### src/rtl/m_ext_pkg.sv
// Shared RV32M definitions: opcodes, divider FSM states and constants.
// Also used by the multiplier for mul_opcode.
package m_ext_pkg;

  typedef enum logic [1:0] {DIV = 2'b00, DIVU = 2'b01, REM = 2'b10, REMU = 2'b11} div_op_e;
  typedef enum logic [1:0] {IDLE, CALC, FIN} div_state_e;

  localparam int          DIV_ITERS = 32;
  localparam logic [31:0] INT_MIN   = 32'h8000_0000;
  localparam logic [31:0] ALL_ONES  = 32'hFFFF_FFFF;

  function automatic logic [31:0] neg_if(input logic [31:0] v, input logic en);
    return en ? (~v + 32'd1) : v;
  endfunction

endpackage

### src/rtl/div_restore_step.sv
// One radix-2 restoring division step: shift in a dividend bit, trial-subtract.
module div_restore_step #(
  parameter int XLEN = 32
) (
  input  logic [XLEN-1:0] rem,
  input  logic            dvd_msb,
  input  logic [XLEN-1:0] divisor,
  output logic [XLEN-1:0] rem_nxt,
  output logic            q_bit
);
  logic [XLEN:0] trial, diff;

  // 33-bit trial so divisors >= 2^31 compare correctly
  assign trial   = {rem, dvd_msb};
  assign diff    = trial - {1'b0, divisor};
  assign q_bit   = ~diff[XLEN];
  assign rem_nxt = q_bit ? diff[XLEN-1:0] : trial[XLEN-1:0];
endmodule

### src/rtl/divider_iterative.sv
// Multi-cycle restoring divider for DIV/DIVU/REM/REMU (33 cycles, 1 for special cases).
// Optional macro DIV_EARLY_TERM_EN: finish in 1 cycle when |dividend| < |divisor|.
module divider_iterative
  import m_ext_pkg::*;
#(
  parameter int XLEN  = 32,
  parameter int CNT_W = 6
) (
  input  logic            clk,
  input  logic            rst,
  input  logic            startE,
  input  logic [1:0]      div_opcode,
  input  logic [XLEN-1:0] operand1,
  input  logic [XLEN-1:0] operand2,
  output logic [XLEN-1:0] result_divide,
  output logic            done,
  output logic            div_use
);
  div_state_e      state;
  div_op_e         op;
  logic [XLEN-1:0] dvd, dsr, rem, quo;
  logic [CNT_W-1:0] count;
  logic            neg_q, neg_r;

  logic            sgn_op, s1, s2, dz, ovf, early;
  logic [XLEN-1:0] abs1, abs2;
  logic [XLEN-1:0] rem_nxt, q_fin, fin_res;
  logic            q_bit;

  assign sgn_op = ~div_opcode[0];
  assign s1     = sgn_op & operand1[XLEN-1];
  assign s2     = sgn_op & operand2[XLEN-1];
  assign abs1   = neg_if(operand1, s1);
  assign abs2   = neg_if(operand2, s2);
  assign dz     = (operand2 == '0);
  assign ovf    = sgn_op && (operand1 == INT_MIN) && (operand2 == ALL_ONES);
`ifdef DIV_EARLY_TERM_EN
  assign early  = !dz && (abs1 < abs2);
`else
  assign early  = 1'b0;
`endif

  div_restore_step #(.XLEN(XLEN)) u_step (
    .rem     (rem),
    .dvd_msb (dvd[XLEN-1]),
    .divisor (dsr),
    .rem_nxt (rem_nxt),
    .q_bit   (q_bit)
  );

  // Final step result is corrected and registered on the way into FIN
  assign q_fin   = {quo[XLEN-2:0], q_bit};
  assign fin_res = op[1] ? neg_if(rem_nxt, neg_r) : neg_if(q_fin, neg_q);

  always_ff @(posedge clk or negedge rst) begin
    if (!rst) begin
      state         <= IDLE;
      op            <= DIV;
      dvd           <= '0;
      dsr           <= '0;
      rem           <= '0;
      quo           <= '0;
      count         <= '0;
      neg_q         <= 1'b0;
      neg_r         <= 1'b0;
      result_divide <= '0;
      done          <= 1'b0;
      div_use       <= 1'b0;
    end else begin
      case (state)
        IDLE: begin
          done    <= 1'b0;
          div_use <= 1'b0;
          if (startE) begin
            op      <= div_op_e'(div_opcode);
            div_use <= 1'b1;
            if (dz) begin
              result_divide <= div_opcode[1] ? operand1 : ALL_ONES;
              done          <= 1'b1;
              state         <= FIN;
            end else if (ovf) begin
              result_divide <= div_opcode[1] ? '0 : INT_MIN;
              done          <= 1'b1;
              state         <= FIN;
            end else if (early) begin
              // |rem| = |dividend| with dividend's sign is operand1 itself
              result_divide <= div_opcode[1] ? operand1 : '0;
              done          <= 1'b1;
              state         <= FIN;
            end else begin
              dvd   <= abs1;
              dsr   <= abs2;
              rem   <= '0;
              quo   <= '0;
              count <= '0;
              neg_q <= s1 ^ s2;
              neg_r <= s1;
              state <= CALC;
            end
          end
        end
        CALC: begin
          rem   <= rem_nxt;
          quo   <= q_fin;
          dvd   <= {dvd[XLEN-2:0], 1'b0};
          count <= count + 1'b1;
          if (count == CNT_W'(DIV_ITERS - 1)) begin
            result_divide <= fin_res;
            done          <= 1'b1;
            state         <= FIN;
          end
        end
        FIN: begin
          done    <= 1'b0;
          div_use <= 1'b0;
          state   <= IDLE;
        end
        default: state <= IDLE;
      endcase
    end
  end
endmodule
### config.mk
export PLATFORM = sky130hd
export DESIGN_NAME = divider_iterative
export DESIGN_NICKNAME = d
export VERILOG_FILES = /design/src/rtl/m_ext_pkg.sv /design/src/rtl/div_restore_step.sv /design/src/rtl/divider_iterative.sv
export SDC_FILE = /design/constraint.sdc
export NUM_CORES = 1
export LEC_CHECK = 0
export CORE_MARGIN = 2
export CORE_UTILIZATION = 40
export CTS_CLUSTER_DIAMETER = 150
export DETAILED_ROUTE_END_ITERATION = 12
export HOLD_SLACK_MARGIN = 0.08
export SETUP_SLACK_MARGIN = 0.02
export SLEW_MARGIN = 0
export SYNTH_ARGS = -nofsm -noshare
export SYNTH_HDL_FRONTEND = slang
export SYNTH_SLANG_ARGS = --single-unit
export TNS_END_PERCENT = 10
### constraint.sdc
create_clock -name clk -period 14.6 [get_ports clk]
set_clock_uncertainty 0.2 [all_clocks]
set_input_delay 2.19 -clock clk [delete_from_list [all_inputs] [get_ports clk]]
set_output_delay 2.19 -clock clk [all_outputs]
set_load 0.01 [all_outputs]
==> results of run 1 <==
worst max-delay path by stage:
stage                      from      end  slack [ns]  depth (start not counted)
floorplan           operand2[6]  rem[12]        9.30                         13
global placement    operand2[6]  dvd[23]        7.63                         11
detailed placement  operand2[6]  dvd[20]        7.41                         11
CTS                 operand2[6]  dvd[20]        7.88                         11
global route        operand2[7]  dvd[29]        7.50                         11
finish              operand2[6]  dvd[20]        7.83                         11
cell type report:
| class | count | area share (%) |
|---|---|---|
| Tap cell | 442 | 3.62 |
| Sequential cell | 172 | 28.2 |
| Inverter | 66 | 1.62 |
| Clock inverter | 13 | 1.02 |
| Clock buffer | 19 | 2.90 |
| Multi-Input combinational cell | 1411 | 55.1 |
| Timing Repair Buffer | 121 | 7.62 |
power by group through the flow:
stage / registers [mW] / logic [mW] / clock network (mW)
final: 0.747 / 1.79 / 0.476
after global routing: 0.766 / 1.99 / 0.503
after CTS: 0.747 / 1.78 / 0.486
after detailed placement: 0.755 / 1.77 / 0
after global placement: 0.753 / 1.76 / 0
after floorplan: 0.725 / 1.24 / 0
layer usage:
metal | track usage [%] | vias up
met5 | 0 | -
met4 | 8.33 | 0
met3 | 4.65 | 54
met2 | 39.4 | 385
met1 | 33.5 | 6253
li1 | - | 6313
critical path, cell delays in order:
cell	delay (ns)
clkdlybuf4s50_1	0.48
or4_1	0.61
nor4_2	0.37
nand2_1	0.14
nor4_1	0.75
a31oi_1	0.50
nor2b_4	0.27
nor2_4	0.10
buf_4	0.40
buf_4	0.76
o21ai_0	0.22
registers in the layout, indices dropped and copies added (netlist names):
signal	flops
op	1
rem	32
result_divide	32
quo	31
count	6
state	2
neg_q	1
dsr	32
dvd	32
div_use	1
neg_r	1
done	1
cells by family after synthesis:
logic type	Yosys count	share of synthesized area (%)
muxes	34	2.66
adders and majority gates	43	4.10
AOI/OAI and AO/OA	492	22.8
xor gates and xnor gates	130	8.61
and+or+nand+nor	712	24.6
DFF	172	32.3
buffers and inverters	165	4.90
placed cells by master (no fill, tap or decap), drive strengths merged, types with 23 or more instances in the layout:
cell,count
mux2i,23
dfrtp,172
xor2,64
xnor2,66
nor3,38
nand2,292
a21oi,132
o31ai,35
nor2,155
clkdlybuf4s50,101
nand4,24
nor4,23
inv,69
ha,42
o21ai,168
nand3,70
==> flow_summary_export.csv, run 1 <==
group,metric,value,unit
outcome,status,"finished clean",
clocking,root_buffer,"clkbuf_16",
layout,multiInputGateArea,8420,um2
setup_path,rr_worst_depth,23,
setup_path,cp-end-kind,"flip-flop",
timing,fin_crit_sh,46.4,%
clocking,clk_pin_slew,0.07,ns
setup_path,r2r_start,"dvd[31]",
layout,nets,1901,
logic_synthesis,synth_area_leaders,"dfrtp_1, nand2_1, o21ai_0",
clocking,postCtsSetupRepairBufs,0,
power_and_ir_drop,ir_drop,0.120,mV
floorplanning,die_x,186,um
timing,period_needed,6.77,ns
timing,final-max-slew-violation-count,0,
layout,syn_to_final_growth,14.8,%
power_and_ir_drop,p_sw,1.50,mW
drt,drc,0,
power_and_ir_drop,p_leak,6.69,nW
floorplanning,ios,103,
drt,vias,13005,
logic_synthesis,synth_top_area_share,32.3,%
timing,worst_slew_pin_slew,1.08,ns
clocking,tritoncts,"done",
drt,wl_per_cell,18.9,um
power_and_ir_drop,internal_power,1.52,mW
layout,layoutNonFillerInstCount,2244,
timing,setup_viol,0,
logic_synthesis,syn_nets,1860,
drt,routed_wl,42.4,mm
setup_path,critPathRequiredTime,14.69,ns
setup_path,path_class,"input port to flip-flop",
drt,top_layer,"met4",
layout,design_area,15300,um2
clocking,cts_buffer_depth,2,
global_routing,grt_pass1_vias,12321,
placed_design,hpwl,31.3,mm
logic_synthesis,synth_edf_count,0,
hold_path,min_to,"dvd[23]",
logic_synthesis,yosys_register_bits,172,
layout,seq_area,4300,um2
logic_synthesis,synthDistinctLibCells,78,
placed_design,place.gp.congestion,0.896,
logic_synthesis,synth.most_common_cell,"nand2_1",
clocking,clock_latency,0.45,ns
hold_path,min_from,"dvd[23]",
global_routing,grtUsageTotal,24.6,%
clocking,hold_buffers,0,
placed_design,io_buffers,102,
layout,insertedDiodeCount,0,
timing,rsz0062_at_grt,"no",
layout,drive_gt1_share,4.94,%
placed_design,placed_area,14700,um2
drt,drt-initial-drc-count,1044,
logic_synthesis,syn_area,13300,um2
floorplanning,die_h,186,um
power_and_ir_drop,finalPower,3.02,mW
global_routing,grt_overflow,0,
drt,drt-vias-per-instance,5.80,
timing,hold_violations,0,
logic_synthesis,yosysTopAreaCell,"dfrtp_1",
power_and_ir_drop,seq_power_share,24.8,%
logic_synthesis,yosysWarnings,0,
layout,post-route-util,46.9,%
floorplanning,die_area,34800,um2
global_routing,grt_max_degree,93,
global_routing,grt_pass1_wl,68.8,mm
floorplanning,core,32600,um2
drt,route.met2.wl,19.6,mm
logic_synthesis,avgSynthCellArea,7.62,um2
placed_design,dp_cells,2212,
drt,wl_met3,2.49,mm
drt,m1WireLength,19.1,mm
logic_synthesis,synth_top_cells_by_count,"nand2_1, dfrtp_1, o21ai_0, nor2_1, a21oi_1",
layout,fillerInstances,3288,
timing,finalSetupTns,0,ns
timing,worst_slack,7.83,ns
clocking,htreeDepth,4,
power_and_ir_drop,clock_power_share,15.8,%
hold_path,hold_depth,2,
logic_synthesis,synth_cells,1748,
placed_design,pre_cts_slack,7.41,ns
floorplanning,start_util,40.8,%
logic_synthesis,ys_seq_area_share,32.3,%
clocking,numCtsBuffers,17,
timing,relSlewSlack,27.8,%
setup_path,worstPathArrival,6.87,ns
floorplanning,placementRows,66,
drt,ant_nets,0,
logic_synthesis,synth_flop_cell,"dfrtp_1",
hold_path,worstHoldPathType,"flip-flop to flip-flop",
drt,dr.pass1.iters,6,
setup_path,startpoint_type,"input port",
clocking,ctsResizeCount,0,
power_and_ir_drop,pwr-share-comb,59.5,%
setup_path,regToRegSetupSlack,8.16,ns
power_and_ir_drop,p_sw_share,49.6,%
run,drv_cap,0,
power_and_ir_drop,powerDensity,197,nW/um2
setup_path,timing.rr.end,"result_divide[24]",
logic_synthesis,ys_async_sr_fraction,100,%
timing,hold_ws,0.283,ns
setup_path,worstPathMaxFanout,85,
timing,max_freq,148,MHz
global_routing,antenna_found_initial,0,
clocking,clock_sinks,172,
Note: power is estimated with default switching activity, not from simulation.
==> inputs of run 2 (changes only) <==
==> constraint.sdc (replaced) <==
create_clock -name clk -period 5.7 [get_ports clk]
set_clock_uncertainty 0.2 [all_clocks]
set_input_delay 0.855 -clock clk [delete_from_list [all_inputs] [get_ports clk]]
set_output_delay 0.855 -clock clk [all_outputs]
set_load 0.01 [all_outputs]
==> flow_summary_export.csv, run 2 (synthesis results as in run 1) <==
group,metric,value,unit
outcome,status,"finished clean",
drt,ant_nets,0,
placed_design,io_buffers,102,
global_routing,grt_pass1_wl,70.4,mm
timing,final-max-slew-violation-count,0,
setup_path,critPathRequiredTime,5.82,ns
global_routing,grt_overflow,0,
floorplanning,die_area,34800,um2
timing,fin_crit_sh,91.8,%
setup_path,critical_path.cell_chain,"inv_1 > ha_1 > inv_1 > fa_1 > a21oi_2 > o21ai_2 > o21ai_2 > o31a_1 > o41ai_4 > xor2_4 > inv_4 > mux2_2 > inv_1 > ha_1 > inv_1 > nor3_1 > nand2_1 > nor4_4 > a2bb2o_1 > o21ai_0 > xor2_1 > o21ai_0",
setup_path,startpoint_type,"flip-flop",
timing,rsz0062_at_grt,"no",
setup_path,cp_common_cell,"inv_1",
floorplanning,core,32600,um2
placed_design,dp_cells,2233,
drt,drc,0,
global_routing,grtUsageTotal,25.2,%
layout,mostFrequentLayoutCell,"nand2_1",
floorplanning,die_x,186,um
clocking,root_buffer,"clkbuf_16",
setup_path,cp_num_buf_inv,5,
clocking,htreeDepth,4,
drt,routed_wl,43.7,mm
clocking,ctsResizeCount,0,
power_and_ir_drop,finalPower,7.87,mW
clocking,cts_buffer_depth,2,
run,drv_cap,0,
floorplanning,placementRows,66,
power_and_ir_drop,ir_drop,0.341,mV
setup_path,cp_slowest_stage_delay,0.45,ns
layout,layoutNonFillerInstCount,2266,
setup_path,worstPathMaxFanout,14,
setup_path,path_class,"flip-flop to flip-flop",
layout,mostFrequentLayoutCells,"nand2_1, dfrtp_1, o21ai_0",
drt,drt-initial-drc-count,1089,
layout,drive_gt1_share,6.25,%
global_routing,antenna_found_initial,1,
clocking,clock_sinks,172,
global_routing,grt_max_degree,90,
setup_path,cpMaxStageDelayCell,"o41ai_4",
placed_design,place.gp.congestion,0.901,
global_routing,grt_pass1_vias,12674,
placed_design,hpwl,32.8,mm
clocking,clock_latency,0.44,ns
setup_path,worstPathArrival,5.35,ns
drt,dr.pass1.iters,6,
layout,fillerInstances,3205,
clocking,hold_buffers,0,
timing,period_needed,5.23,ns
drt,vias,13150,
timing,finalSetupTns,0,ns
floorplanning,ios,103,
floorplanning,start_util,40.8,%
timing,hold_violations,0,
drt,drt-vias-per-instance,5.80,
hold_path,worstHoldPathType,"input port to async pin",
power_and_ir_drop,powerDensity,508,nW/um2
clocking,numCtsBuffers,17,
clocking,clk_pin_slew,0.07,ns
layout,syn_to_final_growth,16.5,%
timing,worst_slew_pin_slew,1.33,ns
timing,setup_viol,0,
drt,wl_per_cell,19.3,um
timing,max_freq,191,MHz
timing,relSlewSlack,11.2,%
setup_path,cp-end-kind,"flip-flop",
layout,nets,1922,
setup_path,critPathTopFamily,"compound AO/OA/AOI/OAI gates",
clocking,postCtsSetupRepairBufs,0,
power_and_ir_drop,p_leak,6.81,nW
clocking,tritoncts,"done",
floorplanning,die_h,186,um
run 2: cell count changes in the layout (fill, tap and decap cells not counted), moves of 2 or more:
| cell | previous run | this run |
|---|---|---|
| buf_4 | 19 | 36 |
| buf_12 | 0 | 4 |
| clkinv_2 | 0 | 2 |
| clkinv_4 | 5 | 3 |
| inv_6 | 3 | 5 |
run 2: cell type report:
class	count	area (um2)	share of cell area (%)
Antenna cell	1	2.50	0.0161
Timing Repair Buffer	142	1370	8.85
Clock inverter	15	163	1.05
Clock buffer	17	425	2.74
Inverter	66	250	1.61
Sequential cell	172	4300	27.7
Tap cell	442	553	3.57
Multi-Input combinational cell	1411	8440	54.4
run 2: path summary, 6_finish.rpt:
kind / start / to / slack [ns] / depth (start not counted)
max: dvd[31] / result_divide[24] / 0.47 / 22
min: rst / dvd[8] / 0.28 / 1
max reg2reg: dvd[31] / result_divide[24] / 0.47 / 22
min reg2reg: dvd[17] / dvd[17] / 0.28 / 2
max in group asynchronous: rst / quo[15] / 3.73 / 2
min in group clk: dvd[17] / dvd[17] / 0.28 / 2
run 2: power breakdown:
part / leakage [nW] / internal [mW] / switching, mW / total, mW
sequential: 2.23 / 1.61 / 0.266 / 1.87
clock: 0.281 / 0.653 / 0.549 / 1.20
combinational: 4.31 / 1.74 / 3.05 / 4.80
total: 6.81 / 4.00 / 3.87 / 7.87
run 2: per-stage QoR:
| step | utilization, % | cell area, um2 | worst slack, ns | hold slack (ns) |
|---|---|---|---|---|
| floorplan | - | 13300 | 0.515 | 0.245 |
| global placement | 45.7 | 14900 | 0.356 | 0.256 |
| detailed placement | 45.7 | 14900 | 0.256 | 0.269 |
| CTS | 47.5 | 15500 | 0.219 | 0.285 |
| global route | 47.5 | 15500 | 0.109 | 0.307 |
| finish | 47.6 | 15500 | 0.467 | 0.275 |
run 2: metal layers:
layer	up-vias	share of wire [%]	GRT usage [%]
met5	-	0	0
met4	0	2.8	8.36
met3	64	4.6	3.84
met2	351	47	40.9
met1	6369	46	34.4
li1	6366	-	-
